<file path="src/rtl/matrix_pkg.sv">
// Shared types and constants for the matrix writeback slice.
package matrix_pkg;

  // Elements per result vector and the width of an element index.
  localparam int VEC_LEN    = 4;
  localparam int ELEM_IDX_W = 2;

  typedef enum logic [1:0] {
    IDLE   = 2'd0,
    POP    = 2'd1,
    WRITE  = 2'd2,
    FINISH = 2'd3
  } wb_state_t;

endpackage

</file>
<file path="src/rtl/matrix_writeback_if.sv">
// Result-vector stream from the controller plus the single-beat memory
// write port. "master" is the environment (controller + memory), "slave"
// is the writeback stage.
interface matrix_writeback_if #(
  parameter int DATA_W = 32,
  parameter int ADDR_W = 16
);
  import matrix_pkg::*;

  logic                      in_valid;
  logic [VEC_LEN*DATA_W-1:0] in_data;
  logic                      in_ready;

  logic                      mem_req;
  logic [ADDR_W-1:0]         mem_addr;
  logic [DATA_W-1:0]         mem_wdata;
  logic                      mem_ack;

  modport master (
    output in_valid, in_data, mem_ack,
    input  in_ready, mem_req, mem_addr, mem_wdata
  );

  modport slave (
    input  in_valid, in_data, mem_ack,
    output in_ready, mem_req, mem_addr, mem_wdata
  );

endinterface

</file>
<file path="src/rtl/matrix_writeback_fifo.sv">
// Synchronous FIFO holding whole result vectors. DEPTH must be a power of
// two so the pointers wrap on their own.
module wb_fifo #(
  parameter int WIDTH = 128,
  parameter int DEPTH = 4
) (
  input  logic                     clk,
  input  logic                     rst_n,
  input  logic                     push_i,
  input  logic [WIDTH-1:0]         data_i,
  input  logic                     pop_i,
  output logic [WIDTH-1:0]         data_o,
  output logic                     full_o,
  output logic                     empty_o,
  output logic [$clog2(DEPTH):0]   count_o
);

  localparam int AW = $clog2(DEPTH);

  logic [WIDTH-1:0] mem_q [DEPTH];
  logic [AW-1:0]    wr_ptr_q;
  logic [AW-1:0]    rd_ptr_q;
  logic [AW:0]      cnt_q;
  logic             push_ok;
  logic             pop_ok;

  assign full_o  = (cnt_q == (AW+1)'(DEPTH));
  assign empty_o = (cnt_q == '0);
  assign count_o = cnt_q;
  assign push_ok = push_i && !full_o;
  assign pop_ok  = pop_i && !empty_o;
  assign data_o  = mem_q[rd_ptr_q];

  // Pointer and occupancy bookkeeping; simultaneous push/pop keeps count.
  always_ff @(posedge clk) begin
    if (!rst_n) begin
      wr_ptr_q <= '0;
      rd_ptr_q <= '0;
      cnt_q    <= '0;
    end else begin
      if (push_ok) wr_ptr_q <= wr_ptr_q + AW'(1);
      if (pop_ok)  rd_ptr_q <= rd_ptr_q + AW'(1);
      case ({push_ok, pop_ok})
        2'b10:   cnt_q <= cnt_q + (AW+1)'(1);
        2'b01:   cnt_q <= cnt_q - (AW+1)'(1);
        default: cnt_q <= cnt_q;
      endcase
    end
  end

  // Vector storage; contents need no reset since occupancy guards reads.
  always_ff @(posedge clk) begin
    if (push_ok) mem_q[wr_ptr_q] <= data_i;
  end

endmodule

</file>
<file path="src/rtl/matrix_writeback.sv">
// Writeback stage: buffers result vectors and serialises them into element
// writes at base + 4*index + element, counting retired vectors per job.
// Optional build macro MATRIX_WB_STALL_CNT_EN adds the stall_cycles counter.
//
//   state  | meaning
//   -------+-----------------------------------------------------------
//   IDLE   | no job; waits for start (FIFO still accepts vectors)
//   POP    | waits for a buffered vector and loads the holding register
//   WRITE  | presents one element per request until acked
//   FINISH | last vector retired; done is registered out of this state
module matrix_writeback
  import matrix_pkg::*;
#(
  parameter int DATA_W     = 32,
  parameter int ADDR_W     = 16,
  parameter int FIFO_DEPTH = 4
) (
  input  logic              clk,
  input  logic              rst_n,
  input  logic              start,
  input  logic [ADDR_W-1:0] cfg_base,
  input  logic [15:0]       cfg_count,
  matrix_writeback_if.slave bus,
  output logic              busy,
  output logic              done,
  output logic              overflow
`ifdef MATRIX_WB_STALL_CNT_EN
  ,
  output logic [15:0]       stall_cycles
`endif
);

  localparam int VEC_W = VEC_LEN * DATA_W;
  localparam int CNT_W = $clog2(FIFO_DEPTH) + 1;
  localparam logic [ELEM_IDX_W-1:0] LAST_ELEM = ELEM_IDX_W'(VEC_LEN - 1);

  wb_state_t             state_q;
  logic [ADDR_W-1:0]     base_q;
  logic [15:0]           count_q;
  logic [15:0]           index_q;
  logic [ELEM_IDX_W-1:0] elem_q;
  logic [VEC_W-1:0]      hold_q;
  logic                  mem_req_q;
  logic [ADDR_W-1:0]     mem_addr_q;
  logic [DATA_W-1:0]     mem_wdata_q;
  logic                  busy_q;
  logic                  done_q;
  logic                  overflow_q;

  logic                  fifo_push;
  logic                  fifo_pop;
  logic [VEC_W-1:0]      fifo_rdata;
  logic                  fifo_full;
  logic                  fifo_empty;
  logic [CNT_W-1:0]      fifo_count;

  logic [ADDR_W-1:0]     row_addr_d;
  logic [ELEM_IDX_W-1:0] elem_d;

  assign fifo_push = bus.in_valid && !fifo_full;
  assign fifo_pop  = (state_q == POP) && !fifo_empty;

  // Row address wraps modulo 2^ADDR_W; the index shift is truncated with it.
  assign row_addr_d = base_q + ADDR_W'({index_q, 2'b00});
  assign elem_d     = elem_q + ELEM_IDX_W'(1);

  wb_fifo #(
    .WIDTH (VEC_W),
    .DEPTH (FIFO_DEPTH)
  ) u_fifo (
    .clk     (clk),
    .rst_n   (rst_n),
    .push_i  (fifo_push),
    .data_i  (bus.in_data),
    .pop_i   (fifo_pop),
    .data_o  (fifo_rdata),
    .full_o  (fifo_full),
    .empty_o (fifo_empty),
    .count_o (fifo_count)
  );

  // Slot availability comes from registered occupancy, so a pop only frees
  // space for the following cycle.
  assign bus.in_ready  = (fifo_count != CNT_W'(FIFO_DEPTH));
  assign bus.mem_req   = mem_req_q;
  assign bus.mem_addr  = mem_addr_q;
  assign bus.mem_wdata = mem_wdata_q;
  assign busy          = busy_q;
  assign done          = done_q;
  assign overflow      = overflow_q;

  // Job sequencing, address generation and registered port outputs.
  always_ff @(posedge clk) begin
    if (!rst_n) begin
      state_q     <= IDLE;
      base_q      <= '0;
      count_q     <= '0;
      index_q     <= '0;
      elem_q      <= '0;
      hold_q      <= '0;
      mem_req_q   <= 1'b0;
      mem_addr_q  <= '0;
      mem_wdata_q <= '0;
      busy_q      <= 1'b0;
      done_q      <= 1'b0;
    end else begin
      done_q <= 1'b0;
      case (state_q)
        IDLE: begin
          if (start) begin
            base_q  <= cfg_base;
            count_q <= cfg_count;
            index_q <= '0;
            elem_q  <= '0;
            busy_q  <= 1'b1;
            state_q <= (cfg_count == 16'd0) ? FINISH : POP;
          end
        end
        POP: begin
          if (!fifo_empty) begin
            hold_q      <= fifo_rdata;
            elem_q      <= '0;
            mem_req_q   <= 1'b1;
            mem_addr_q  <= row_addr_d;
            mem_wdata_q <= fifo_rdata[DATA_W-1:0];
            state_q     <= WRITE;
          end
        end
        WRITE: begin
          if (bus.mem_ack) begin
            if (elem_q != LAST_ELEM) begin
              elem_q      <= elem_d;
              mem_addr_q  <= row_addr_d + ADDR_W'(elem_d);
              mem_wdata_q <= hold_q[int'(elem_d)*DATA_W +: DATA_W];
            end else begin
              mem_req_q <= 1'b0;
              index_q   <= index_q + 16'd1;
              state_q   <= (index_q + 16'd1 == count_q) ? FINISH : POP;
            end
          end
        end
        FINISH: begin
          done_q  <= 1'b1;
          busy_q  <= 1'b0;
          state_q <= IDLE;
        end
        default: begin
          state_q <= IDLE;
          busy_q  <= 1'b0;
        end
      endcase
    end
  end

  // Sticky flag for a vector offered while every slot was taken.
  always_ff @(posedge clk) begin
    if (!rst_n) begin
      overflow_q <= 1'b0;
    end else if (bus.in_valid && fifo_full) begin
      overflow_q <= 1'b1;
    end
  end

`ifdef MATRIX_WB_STALL_CNT_EN
  logic [15:0] stall_q;

  // Saturating count of cycles a request waits for its ack.
  always_ff @(posedge clk) begin
    if (!rst_n) begin
      stall_q <= '0;
    end else if ((state_q == IDLE) && start) begin
      stall_q <= '0;
    end else if (mem_req_q && !bus.mem_ack && (stall_q != 16'hFFFF)) begin
      stall_q <= stall_q + 16'd1;
    end
  end

  assign stall_cycles = stall_q;
`endif

endmodule

</file>
<file path="src/flat_wrapper.sv">
// flat-port wrapper written by rule: the top's interface ports become plain ports
module matrix_writeback_flat import matrix_pkg::*;
#(
  parameter int DATA_W     = 32,
  parameter int ADDR_W     = 16,
  parameter int FIFO_DEPTH = 4
)
  (clk, rst_n, start, cfg_base, cfg_count, busy, done, overflow, bus_in_valid, bus_in_data, bus_mem_ack, bus_in_ready, bus_mem_req, bus_mem_addr, bus_mem_wdata);
  matrix_writeback_if #(.DATA_W(DATA_W), .ADDR_W(ADDR_W)) bus_i ();
  input  logic clk;
  input  logic rst_n;
  input  logic start;
  input  logic [ADDR_W-1:0] cfg_base;
  input  logic [15:0] cfg_count;
  output logic busy;
  output logic done;
  output logic overflow;
  input wire logic [$bits(bus_i.in_valid)-1:0] bus_in_valid;
  input wire logic [$bits(bus_i.in_data)-1:0] bus_in_data;
  input wire logic [$bits(bus_i.mem_ack)-1:0] bus_mem_ack;
  output wire logic [$bits(bus_i.in_ready)-1:0] bus_in_ready;
  output wire logic [$bits(bus_i.mem_req)-1:0] bus_mem_req;
  output wire logic [$bits(bus_i.mem_addr)-1:0] bus_mem_addr;
  output wire logic [$bits(bus_i.mem_wdata)-1:0] bus_mem_wdata;
  assign bus_i.in_valid = bus_in_valid;
  assign bus_i.in_data = bus_in_data;
  assign bus_i.mem_ack = bus_mem_ack;
  assign bus_in_ready = bus_i.in_ready;
  assign bus_mem_req = bus_i.mem_req;
  assign bus_mem_addr = bus_i.mem_addr;
  assign bus_mem_wdata = bus_i.mem_wdata;
  matrix_writeback #(.DATA_W(DATA_W), .ADDR_W(ADDR_W), .FIFO_DEPTH(FIFO_DEPTH)) u_core (.clk(clk), .rst_n(rst_n), .start(start), .cfg_base(cfg_base), .cfg_count(cfg_count), .bus(bus_i), .busy(busy), .done(done), .overflow(overflow));
endmodule
</file>
<file path="config.mk">
export PLATFORM = sky130hd
export DESIGN_NAME = matrix_writeback_flat
export DESIGN_NICKNAME = d
export VERILOG_FILES = /design/src/rtl/matrix_pkg.sv /design/src/rtl/matrix_writeback_if.sv /design/src/rtl/matrix_writeback_fifo.sv /design/src/rtl/matrix_writeback.sv /design/src/flat_wrapper.sv
export SDC_FILE = /design/constraint.sdc
export NUM_CORES = 1
export LEC_CHECK = 0
export CORE_ASPECT_RATIO = 2
export CORE_MARGIN = 2
export CORE_UTILIZATION = 55
export DETAILED_ROUTE_END_ITERATION = 6
export PLACE_DENSITY = 0.85
export SLEW_MARGIN = 20
export SYNTH_ARGS = -nofsm -noshare
export SYNTH_HDL_FRONTEND = slang
export SYNTH_HIERARCHICAL = 1
export SYNTH_SLANG_ARGS = --single-unit
</file>
<file path="constraint.sdc">
create_clock -name clk -period 7.45 [get_ports clk]
set_input_delay 1.1175 -clock clk [delete_from_list [all_inputs] [get_ports clk]]
set_output_delay 1.1175 -clock clk [all_outputs]
set_load 0.01 [all_outputs]
</file>
**Word-level counts from Yosys, hierarchy flattened**

Memory sizes are Yosys's and may differ from the RTL's. A register that Yosys moved wholly into a read port is not among the register bits.
Index checks and enable logic that the tools add are counted.

- Bits in registers: 239
- Memory bits (writable): 512
- Bits of input ports: 165
- Output and inout bits: 53
- Word-level logic and storage cells: 99
- Memories kept: 1

Memory list:

| name | words | width | rd ports | clocked after Yosys merged registers in | write ports | line | text |
|---|---|---|---|---|---|---|---|
| u_core.u_fifo.mem_q | 4 | 128 | 1 | 1 | 1 | matrix_writeback_fifo.sv:20 | `logic [WIDTH-1:0] mem_q [DEPTH];` |

- $add $sub $neg: 8
- Equality and inequality tests: 14
- Shift-type cells: 1
- Muxes and demuxes: 36
- Bitwise gates (word level): 1
- Reduce and logical (&&, ||, !) cells: 23

Operator list:

| cell | number |
|---|---|
| variable part select 128 x 8 -> 32 bit | 1 |
| two-way mux 16 bit | 6 |
| two-way mux 32 bit | 3 |
| case mux 16 bit (2 select lines) | 2 |
| case mux 32 bit (2 select lines) | 1 |
| two-way mux 2 bit | 12 |
| adder 16 x 1 -> 16 bit, second input constant | 1 |
| adder 16 bit | 1 |
| adder 16 x 2 -> 16 bit | 1 |
| == test 16 bit | 1 |
| logical NOT 16 bit | 1 |
| AND reduction 4 bit | 4 |
| != test 2 bit, second input constant | 5 |
| case mux 2 bit (4 select lines) | 1 |
| nonzero test 2 bit | 4 |
| two-way mux 1 bit | 7 |
| adder 2 x 1 -> 2 bit, second input constant | 3 |
| == test 2 bit, second input constant | 3 |
| case mux 2 bit (3 select lines) | 1 |
| case mux 3 bit (2 select lines) | 1 |
| AND reduction 2 bit | 3 |
| logical AND 1 bit | 5 |
| AND reduction 5 bit | 1 |
| == test 2 x 1 -> 1 bit, second input constant | 2 |
| 11 further kinds | 13 |

**Logic depth before layout (Yosys ltp)**

- Word-level depth: 6
- Depth in mapped cells: 12
- Mapped depth without buffers: 11

**Modules after synthesis**

The synthesis kept the hierarchy.

By module, submodules not included:

| module | instances | cells an instance | area each (sq um) | sequential area each (sq um) |
|---|---|---|---|---|
| wb_fifo | 1 | 722 | 19060.8 | 15554.9 |
| matrix_writeback | 1 | 1310 | 10644.0 | 4644.5 |

**Worst setup path before layout**

No wires, ideal clock.

- Path type: input to register
- Start point: in bus_in_valid
- End point: mem u_core.u_fifo.mem_q[0][0] (enable)
- Library setup time: 0.502 ns
- Arrival: 4.545 ns
- Required time: 6.948 ns
- Path slack: 2.403 ns
- Cell stages on the path: 4
- Path buffers: 1
- Path through: nor2b_1 > nor2b_1 > clkbuf_1 > and2_1

- Cells in the longest elaborated chain, start to end: 4

RTL lines:

| what | line | text |
|---|---|---|
| from (decl) | flat_wrapper.sv:18 | `input wire logic [$bits(bus_i.in_valid)-1:0] bus_in_valid;` |
| logical AND 1 bit | matrix_writeback.sv:60 | `assign fifo_push = bus.in_valid && !fifo_full;` |
| logical AND 1 bit | matrix_writeback_fifo.sv:30 | `assign push_ok = push_i && !full_o;` |
| two-way mux 1 bit | matrix_writeback_fifo.sv:53 | `if (push_ok) mem_q[wr_ptr_q] <= data_i;` |
| two-way mux 1 bit (implied by the code) | matrix_writeback_fifo.sv:53 |  |
| to (decl) | matrix_writeback_fifo.sv:20 |  |

No other way between the ends.

**Worst setup path after layout**

- Start point: reg u_core.state_q[0]
- End point: reg u_core.u_fifo.cnt_q[2] (netlist: u_core/u_fifo/count_o[2])

- Cells in the longest elaborated chain, start to end: 5
- Elaborated cells between the ends (all ways): 7
- Those cells by class: eq/ne: 3; mux: 1; reduce/logical: 3

RTL lines:

| what | line | text |
|---|---|---|
| from (decl) | matrix_writeback.sv:37 | `wb_state_t state_q;` |
| from (signal assigned) | matrix_writeback.sv:116 | `state_q <= (cfg_count == 16'd0) ? FINISH : POP;` |
| from (signal assigned) | matrix_writeback.sv:138 | `state_q <= (index_q + 16'd1 == count_q) ? FINISH : POP;` |
| == test 2 x 1 -> 1 bit (*) | matrix_writeback.sv:61 | `assign fifo_pop = (state_q == POP) && !fifo_empty;` |
| logical AND 1 bit (*) | matrix_writeback.sv:61 |  |
| logical AND 1 bit (*) | matrix_writeback_fifo.sv:31 | `assign pop_ok = pop_i && !empty_o;` |
| net u_core.u_fifo.pop_ok | matrix_writeback_fifo.sv:25 | `logic pop_ok;` |
| == test 2 x 1 -> 1 bit / == test 2 bit (equally long branches) | matrix_writeback_fifo.sv:43 | `case ({push_ok, pop_ok})` |
| case mux 3 bit (2 select lines) / nonzero test 2 bit (equally long branches) | - |  |
| to (signal assigned) | matrix_writeback_fifo.sv:44 | `2'b10: cnt_q <= cnt_q + (AW+1)'(1);` |
| to (signal assigned) | matrix_writeback_fifo.sv:45 | `2'b01: cnt_q <= cnt_q - (AW+1)'(1);` |
| to (signal assigned) | matrix_writeback_fifo.sv:46 | `default: cnt_q <= cnt_q;` |
| to (decl) | matrix_writeback_fifo.sv:23 | `logic [AW:0] cnt_q;` |

Mark *: on every way through the listed nets, which the timed path passes. The rest lies on a longest branch.
A chain may end at the register's enable or synchronous reset.

==> flow_summary.ini <==
[cts]
cts_hold_buf = 0
root_buffer = clkbuf_16
post_cts_buffers = 0
htree_levels = 2
clock-sinks = 753
clock_latency_ns = 0.64
cts_tree = built
cts-resized-gates = 0
clk_pin_slew_ns = 0.07
cts_buffers = 60
clk_path_buf_depth = 3

[final_layout]
design_area_sq_um = 34400
drive_above_1_share_pct = 13.7
final_cell_mix = edfxtp_1, nand2_1, dfxtp_1, clkdlybuf4s50_1, a21oi_1
nNetsFinal = 2401
final_cells = 2946
final_common_cell = edfxtp_1
synthToLayoutAreaGrowth_pct = 15.8

[sta]
rsz0062_at_grt = no
tns_ns = 0
fin_crit_sh_pct = 50.4
post-route-worst-setup-slack_ns = 3.69
fmax_mhz = 266
hold_viol_final = 0
fin_skew_ns = 0.0301
min_period_ns = 3.76
slew_violations = 0
tightest_slew_ns = 1.03
relSlewSlack_pct = 31.3
setup_viol = 0

[worst_setup_path]
cp_cell_sequence = nand3_4 -> inv_4 -> nor2b_1 -> ha_1 -> inv_1 -> fa_1 -> xor2_1 -> or3_1 -> a21boi_0
slowest_stage = inv_4
worst_ep_required_time_ns = 8.02
cp-end-kind = flip-flop
r2r_slack_ns = 3.69
worst-path-max-fanout = 69
reg2reg_from = u_core/state_q[0]
cp.arrival_ns = 4.33
reg2reg_depth = 9
reg2reg_to = u_core/u_fifo/count_o[2]
cp-start-kind = flip-flop
crit_type = reg2reg
cp_slowest_stage_delay_ns = 0.82

[detailed_routing]
num_vias = 18000
drc = 1
totalWireLength_um = 74600
firstDrtPassIters = 7
wl_per_cell_um = 25.3
avgViaCountPerCell = 6.12
drt-met1-wl_um = 24800
wl_met3_um = 4550
drt_iter0_drc = 1768
routed.top_layer = met4
drtAntennaViolNets = 0
wl_met2_um = 39400

[die]
die_area_sq_um = 56000
die_w_um = 168
ios = 218
die_y_um = 333
start_util_pct = 55.6
core_sq_um = 53500
fp-row-count = 120

[yosys]
syn_nets = 2222
synth_area_leaders = edfxtp_1, dfxtp_1, mux4_2
netlist.area_leader.share_pct = 51.8
syn_inst = 2032
synth-seq-area-share_pct = 68.0
syn_avg_cell_area_sq_um = 14.6
async_flop_share_pct = 0
netlist_area_sq_um = 29700
synth_edf_count = 512
yosysTopAreaCell = edfxtp_1
ys_types = 67
synth_seq_cells = 753
ys_warn_count = 6
synth_ff_type = edfxtp_1

[power_and_ir_drop]
leakagePower_nw = 10.9
ir_drop_mv = 0.242
power_density_nw_per_um2 = 267
power_mw = 9.20

[status]
status = complete, but fails checks
violations = design-rule violations

[global_routing]
grt_pass1_vias = 18600
grt_start_max_net_pins = 97
grt_pass1_wl_um = 111000
grtUsageTotal_pct = 26.5
antenna_found_initial = 17
overflow = 0

[place]
gp_congestion = 0.920
placedCellCount = 2819
post-place-ws_ns = 3.44
placed_area_sq_um = 32200
place_hpwl_um = 48900
place.port_buffers = 217

[min_path]
hold_end = u_core/hold_q[80]
min_path_type = reg2reg
min_from = u_core/hold_q[80]
hold_path_depth = 2

[job]
cap_violations = 0
-- through the flow --
step	hold WS [ns]	util (%)
floorplan	0.433	-
global placement	0.439	60.3
detailed placement	0.446	60.3
CTS	0.455	64.3
global route	0.474	64.4
finish	0.457	64.4
-- critical path: cells and delay by family (launching register included) --
kind                     cells  cell delay (ns)
AO/OA/AOI/OAI                1             0.16
XOR/XNOR                     1             0.16
adder cells (fa/ha/maj)      2             0.60
buffers and inverters        2             0.88
flip-flops                   1             0.63
AND/OR/NAND/NOR              3             1.23
-- layout make-up --
type                    instances  area [sq um]
flip-flops and latches        753         20200
fillers                      3544         19000
multi-input cells            1141          8780
repair buffers                239          2360
clock buffers                  71          1580
well taps                     671           840
clock inverters                42           543
inverters                      16          67.6
diodes                         13          32.5
-- registers in the layout (all words and copies together), names as in the netlist, 2 cells and up, named ones only --
signal and count:
u_core/u_fifo/mem_q 512, u_core/bus.mem_wdata 32, u_core/bus.mem_addr 16, u_core/u_fifo/count_o 3
u_core/count_q 16, u_core/u_fifo/wr_ptr_q 2, u_core/u_fifo/rd_ptr_q 2, u_core/index_q 16
u_core/base_q 16, u_core/elem_q 2, u_core/state_q 2, u_core/hold_q 128
-- synth_stat cells (all sizes together) (16+ instances only) --
library cell and n:
xnor2 29, clkbuf 82, nand2 422, a21oi 186, inv 16, buf 40
mux4 160, dfxtp 241, ha 22, xor2 22, a311oi 38, o21ai 24
edfxtp 512, nor2 91
-- logic make-up (layout without fill, tap and decap cells) --
family	after synthesis	in the layout	share of synthesized area (%)
buf+inv	138	368	2.58
simple gates	607	607	8.63
compound gates	295	295	5.93
flops	753	753	68.0
mux	163	163	12.2
fa+ha+maj	25	25	1.13
xor+xnor	51	51	1.50
other cells	0	13	0
-- report_power, final --
part | switching (mW) | internal [mW]
Sequential | 0.125 | 4.73
Clock | 1.49 | 1.92
Combinational | 0.541 | 0.395
-- worst max path at each step --
stage,start,to,slack (ns),depth (start not counted)
5_1_grt,u_core/state_q[0],u_core/u_fifo/count_o[2],3.36,9
6_report,u_core/state_q[0],u_core/u_fifo/count_o[2],3.69,9
2_1_floorplan,bus_in_valid,u_core/u_fifo/mem_q[0][0],2.40,4
3_3_place_gp,bus_in_valid,u_core/u_fifo/mem_q[3][54],3.44,5
3_5_place_dp,bus_in_valid,u_core/u_fifo/mem_q[2][68],3.44,5
4_1_cts,u_core/state_q[0],u_core/bus.mem_addr[15],3.58,6
-- per-layer routing --
metal	track usage [%]	vias up
li1	-	7953
met1	28.8	9010
met2	47.3	880
met3	3.87	200
met4	18.2	0
met5	0	-
Power figures use the tool's default switching activity.
